<file path="src/rtl/fir_decim_rescale.sv">
// Boxcar decimator (R = 2^DEC_LOG2) followed by round-half-up rescale and saturation to OUT_WIDTH.
// Define FIR_DECIM_SAT_FLAG_EN to build the sticky sat_flag; otherwise sat_flag is tied low.
module fir_decim_rescale #(
  parameter int IN_WIDTH  = 30,
  parameter int OUT_WIDTH = 16,
  parameter int DEC_LOG2  = 3,
  parameter int SHIFT     = 13
) (
  input  logic                        clk,
  input  logic                        n_rst,
  input  logic                        clr,
  input  logic                        din_valid,
  input  logic signed [IN_WIDTH-1:0]  din,
  output logic signed [OUT_WIDTH-1:0] dout,
  output logic                        dout_valid,
  output logic                        sat_flag,
  input  logic                        sat_clr
);

  localparam int ACC_W = IN_WIDTH + DEC_LOG2;
  localparam int RND_W = ACC_W + 1;
  localparam int K     = DEC_LOG2 + SHIFT;
  localparam int PH_W  = (DEC_LOG2 > 0) ? DEC_LOG2 : 1;

  localparam logic [PH_W-1:0] PH_LAST = PH_W'((1 << DEC_LOG2) - 1);
  localparam logic signed [RND_W-1:0] HALF = RND_W'(1) << (K - 1);
  localparam logic signed [RND_W-1:0] OMAX =
    {{(RND_W-OUT_WIDTH+1){1'b0}}, {(OUT_WIDTH-1){1'b1}}};
  localparam logic signed [RND_W-1:0] OMIN =
    {{(RND_W-OUT_WIDTH+1){1'b1}}, {(OUT_WIDTH-1){1'b0}}};

  logic signed [ACC_W-1:0]     r_acc;
  logic signed [ACC_W-1:0]     r_sum;
  logic [PH_W-1:0]             r_ph;
  logic                        r_blk;

  logic signed [ACC_W-1:0]     w_din_ext;
  logic signed [ACC_W-1:0]     w_acc_nxt;
  logic signed [RND_W-1:0]     w_rnd;
  logic signed [RND_W-1:0]     w_r;
  logic                        w_hi;
  logic                        w_lo;
  logic                        w_emit;
  logic signed [OUT_WIDTH-1:0] w_clamped;

  assign w_din_ext = ACC_W'(din);
  assign w_acc_nxt = r_acc + w_din_ext;

  // One guard bit above the accumulator keeps the rounding add from wrapping.
  assign w_rnd  = RND_W'(r_sum) + HALF;
  assign w_r    = w_rnd >>> K;
  assign w_hi   = w_r > OMAX;
  assign w_lo   = w_r < OMIN;
  assign w_emit = r_blk & ~clr;

  always_comb begin
    w_clamped = w_r[OUT_WIDTH-1:0];
    if (w_hi)
      w_clamped = OMAX[OUT_WIDTH-1:0];
    else if (w_lo)
      w_clamped = OMIN[OUT_WIDTH-1:0];
  end

  always_ff @(posedge clk or negedge n_rst) begin
    if (!n_rst) begin
      r_acc <= '0;
      r_sum <= '0;
      r_ph  <= '0;
      r_blk <= 1'b0;
    end else if (clr) begin
      r_acc <= '0;
      r_ph  <= '0;
      r_blk <= 1'b0;
    end else begin
      r_blk <= 1'b0;
      if (din_valid) begin
        if (r_ph == PH_LAST) begin
          r_sum <= w_acc_nxt;
          r_acc <= '0;
          r_ph  <= '0;
          r_blk <= 1'b1;
        end else begin
          r_acc <= w_acc_nxt;
          r_ph  <= r_ph + PH_W'(1);
        end
      end
    end
  end

  always_ff @(posedge clk or negedge n_rst) begin
    if (!n_rst) begin
      dout       <= '0;
      dout_valid <= 1'b0;
    end else begin
      dout_valid <= w_emit;
      if (w_emit)
        dout <= w_clamped;
    end
  end

`ifdef FIR_DECIM_SAT_FLAG_EN
  logic r_sat;

  // A saturating write on the same edge as sat_clr keeps the flag set.
  always_ff @(posedge clk or negedge n_rst) begin
    if (!n_rst)
      r_sat <= 1'b0;
    else if (w_emit && (w_hi || w_lo))
      r_sat <= 1'b1;
    else if (sat_clr)
      r_sat <= 1'b0;
  end

  assign sat_flag = r_sat;
`else
  logic w_unused_sat_clr;

  assign w_unused_sat_clr = sat_clr;
  assign sat_flag         = 1'b0;
`endif

endmodule

</file>
<file path="config.mk">
export PLATFORM = sky130hd
export DESIGN_NAME = fir_decim_rescale
export DESIGN_NICKNAME = d
export VERILOG_FILES = /design/src/rtl/fir_decim_rescale.sv
export SDC_FILE = /design/constraint.sdc
export NUM_CORES = 1
export LEC_CHECK = 0
export ABC_AREA = 1
export BUFFER_PORTS_ARGS = -buffer_cell sky130_fd_sc_hd__clkbuf_2
export CORE_MARGIN = 2
export CORE_UTILIZATION = 53
export CTS_BUF_LIST = sky130_fd_sc_hd__clkbuf_16
export DETAILED_ROUTE_END_ITERATION = 10
export GPL_TIMING_DRIVEN = 0
export PLACE_DENSITY = 0.73
export SYNTH_ARGS = -nofsm -noshare
export SYNTH_HDL_FRONTEND = slang
export SYNTH_SLANG_ARGS = --single-unit
</file>
<file path="constraint.sdc">
create_clock -name clk -period 2.1 [get_ports clk]
set_clock_uncertainty 0.2 [all_clocks]
set_input_delay 0 -clock clk [delete_from_list [all_inputs] [get_ports clk]]
set_output_delay 0 -clock clk [all_outputs]
set_load 0.02 [all_outputs]
</file>
==> summary.txt <==
Outcome
  – Status: complete, but fails checks
  – Failing checks: hold timing, setup timing

Routing
  – Drt via density: 5.31
  – Drt drc: 0
  – 1st-iter DRT viols: 460
  – Vias: 6181
  – Routed Antenna Nets: 0
  – Wirelength, routed: 17.9 mm
  – Drt wl/cell: 15.4 microns
  – 1st-pass router iterations: 5

Clock tree
  – CTS root buf: clkbuf_16
  – CTS buffer count: 9
  – Longest Clk Path Bufs: 2
  – H-tree lvl count: 3
  – Clock transition at path regs: 70 ps
  – Worst-skew pair later-pin latency: 350 ps
  – CTS Sinks: 72
  – CTS tree: built

Floorplan
  – Die height: 108 microns
  – Die Footprint: 11600 sq um
  – Core area: 10400 sq um
  – # rows: 37
  – I/O pin total: 53
  – Initial Utilization: 55.0%
  – Die X: 108 microns

Synth
  – Synth area leaders: dfrtp_1 32%, nand2_1 25%, inv_1 7.9%
  – Compound-gate portion of the synthesized area: 7.94%
  – Mapped Area: 5700 sq um
  – Largest family of logic cells by synthesized area: simple AND/OR/NAND/NOR gates
  – Yosys top cell area share: 31.6%
  – Post-Synth XOR/XNOR Area: 1.84%
  – Register area share after synthesis: 31.6%
  – Synth cell types: 36
  – Syn_nets: 971
  – Ys Warns: 0
  – #FFs+latches synth: 72
  – Simple logic cell fraction of the synthesized area: 41.0%
  – Cell taking the most area after synthesis: dfrtp_1
  – Syn_area_per_cell: 6.34 sq um
  – Synth Area in Adders: 8.03%
  – Syn Inst Count: 900
  – Mux cell area share after synthesis: 0%

Timing
  – Fmax: 0.449 GHz
  – Slew headroom: 57.1%
  – RSZ-0062 raised after global routing: true
  – Tcrit/Tclk final: 106%
  – Worst hold slack: -45.4 ps
  – Fin. max-slew vios: 0
  – Crit path time final: 2230 ps
  – Final setup vio count: 12
  – PnR worst setup slack: -126 ps
  – Final Hold Vio Count: 5
  – Worst slew pin tran: 644 ps

Global routing
  – Vias in the first global route: 5639
  – Pin count of the biggest net entering global routing: 48
  – GRT Overall Usage: 29.4%
  – Antenna violations before repair: 0
  – First-pass GRT wire length: 26.5 mm
  – Grt ovf: 0

Pwr
  – Power Dens Cells: 659 nW/um^2
  – Highest ir drop seen on vdd: 467 uV
  – Overall power: 5.18 mW
  – LEAKAGE: 4.13 nW

Layout
  – Fin util: 75.8%
  – Area Growth Syn to Fin: 37.8%
  – Nets: 1093
  – Antenna diodes: 0
  – Design Area, Final: 7860 sq um
  – Share of cells above drive strength 1: 28.2%

Critical path
  – Crit path kind: reg -> reg
  – Crit-path cells: ha_4, nand2_1, nor2_1, o21ai_2, nand2_2, nand2_1, nand2_2, nand2_2, nand3_1, nand3_2, nand2_1
  – Worst-path maximum fanout: 5
  – Reg2reg setup slack: -130 ps
  – CP max stage delay: 420 ps
  – Setup crit end kind: flop
  – Setup crit start kind: flop
  – Slowest CP cell: dfrtp_1
  – Worst r2r src: r_acc[6]$_DFFE_PN0P_
  – CP Data Arrival Time: 2310 ps
  – Worst r2r dst: r_sum[28]$_DFFE_PN0P_
  – R2R depth: 11
  – WP data required: 2180 ps

Hold path
  – Hold WC Path Type: in -> reg
  – Hold Path Sink: r_acc[27]$_DFFE_PN0P_
  – Hold depth: 5
  – Hold path start: din[27]

Placed design
  – Post-DP Area: 6150 sq um
  – Post-Place Worst Slack: -326 ps
  – Final Wtd Congestion: 0.952
  – DP Wirelength: 12.1 mm
  – # port buffers: 50

Job
  – Max_cap viols: 0
-- sequential cells by signal, summed over array words and instances (netlist names) --
| register | cells |
|---|---|
| dout_valid | 1 |
| r_blk | 1 |
| r_sum | 18 |
| r_acc | 33 |
| r_ph | 3 |
| dout | 16 |
-- final cells by class --
type | count | area (sq um)
well taps | 136 | 170
fillers | 819 | 2510
inverters | 121 | 454
plain buffers | 14 | 97.6
flip-flops and latches | 72 | 1800
clock buffers | 9 | 225
repair buffers | 111 | 835
multi-input cells | 693 | 4180
clock inverters | 7 | 95.1
-- synth_stat cells, drive strengths merged --
library cell	count
o21ai	41
dlygate4sd3	1
clkbuf	9
and2	3
a22o	2
and3	2
fa	1
xor2	7
nand4	11
inv	121
conb	1
nor2	71
ha	35
buf	4
a21o	1
xnor2	5
o21a	1
o21bai	3
nand3	55
nor3	8
nand2	403
a21oi	35
dfrtp	72
o22ai	1
nand3b	6
or2	1
-- kinds of logic (layout without fill, tap and decap cells) --
| group | Yosys count | count (layout) |
|---|---|---|
| and+or+nand+nor | 560 | 560 |
| buffers and inverters | 135 | 262 |
| AOI/OAI and AO/OA | 84 | 84 |
| DFF | 72 | 72 |
| adders and majority gates | 36 | 36 |
| xor gates and xnor gates | 12 | 12 |
| other | 1 | 1 |
-- stage by stage --
stage,TNS [ps],cells
floorplan,0,900
finish,-489,1163
global placement,-9760,1086
global route,-3110,1163
detailed placement,-10480,1087
CTS,-292,1139
-- routing by layer --
| metal | global-route usage [%] | up-vias | share of wire (%) |
|---|---|---|---|
| li1 | - | 3047 | - |
| met1 | 38.7 | 2847 | 44 |
| met2 | 48.6 | 245 | 48 |
| met3 | 3.93 | 42 | 5.4 |
| met4 | 11.9 | 0 | 2.7 |
| met5 | 0 | - | 0 |
-- layout by cell type, fill, tap and decap left out, types with 10 or more instances in the layout --
cell           count
nor2_4            12
nand2_2           63
clkbuf_16         10
nand3_1           37
buf_4             30
clkbuf_2          52
o21ai_0           32
inv_1            115
a21oi_2           19
nor2_1            41
a21oi_1           16
nor2_2            18
ha_4              29
nand3_2           16
dfrtp_1           70
dlygate4sd3_1     29
nand4_1           11
nand2_1          336
-- what timing repair did --
item | in CTS | in global routing
hold buffers | 28 | 1
gates cloned | 0 | 1
pin swaps | 12 | 25
gates resized for setup | 78 | 117
setup endpoints to repair | 60 | 56
hold endpoints to repair | 105 | 1
buffers inserted | 8 | 22
-- worst max-delay path, delay by kind of cell (launching register included) --
| kind | cells | cell delay (ps) |
|---|---|---|
| AO/OA/AOI/OAI | 1 | 120 |
| flip-flops | 1 | 420 |
| adder cells (fa/ha/maj) | 1 | 310 |
| AND/OR/NAND/NOR | 9 | 1110 |
-- power breakdown --
group | leakage, nW | total, mW | switching [mW] | internal [mW]
clock | 0.156 | 1.71 | 0.665 | 1.04
sequential | 0.946 | 1.60 | 0.109 | 1.50
combinational | 3.03 | 1.87 | 1.11 | 0.757
total | 4.13 | 5.18 | 1.88 | 3.30
-- worst max-delay path by stage --
| stage | start | endpoint | slack (ps) | cells past startpoint |
|---|---|---|---|---|
| after global placement | r_acc[0]$_DFFE_PN0P_ | r_sum[24]$_DFFE_PN0P_ | -310 | 13 |
| after CTS | r_acc[0]$_DFFE_PN0P_ | r_sum[24]$_DFFE_PN0P_ | -70 | 13 |
| after detailed placement | r_acc[0]$_DFFE_PN0P_ | r_sum[24]$_DFFE_PN0P_ | -330 | 13 |
| final | r_acc[6]$_DFFE_PN0P_ | r_sum[28]$_DFFE_PN0P_ | -130 | 11 |
| after global routing | r_acc[0]$_DFFE_PN0P_ | r_sum[28]$_DFFE_PN0P_ | -190 | 12 |
| after floorplan | r_acc[0]$_DFFE_PN0P_ | r_acc[32]$_DFFE_PN0P_ | 120 | 13 |
Power figures use the tool's default switching activity.
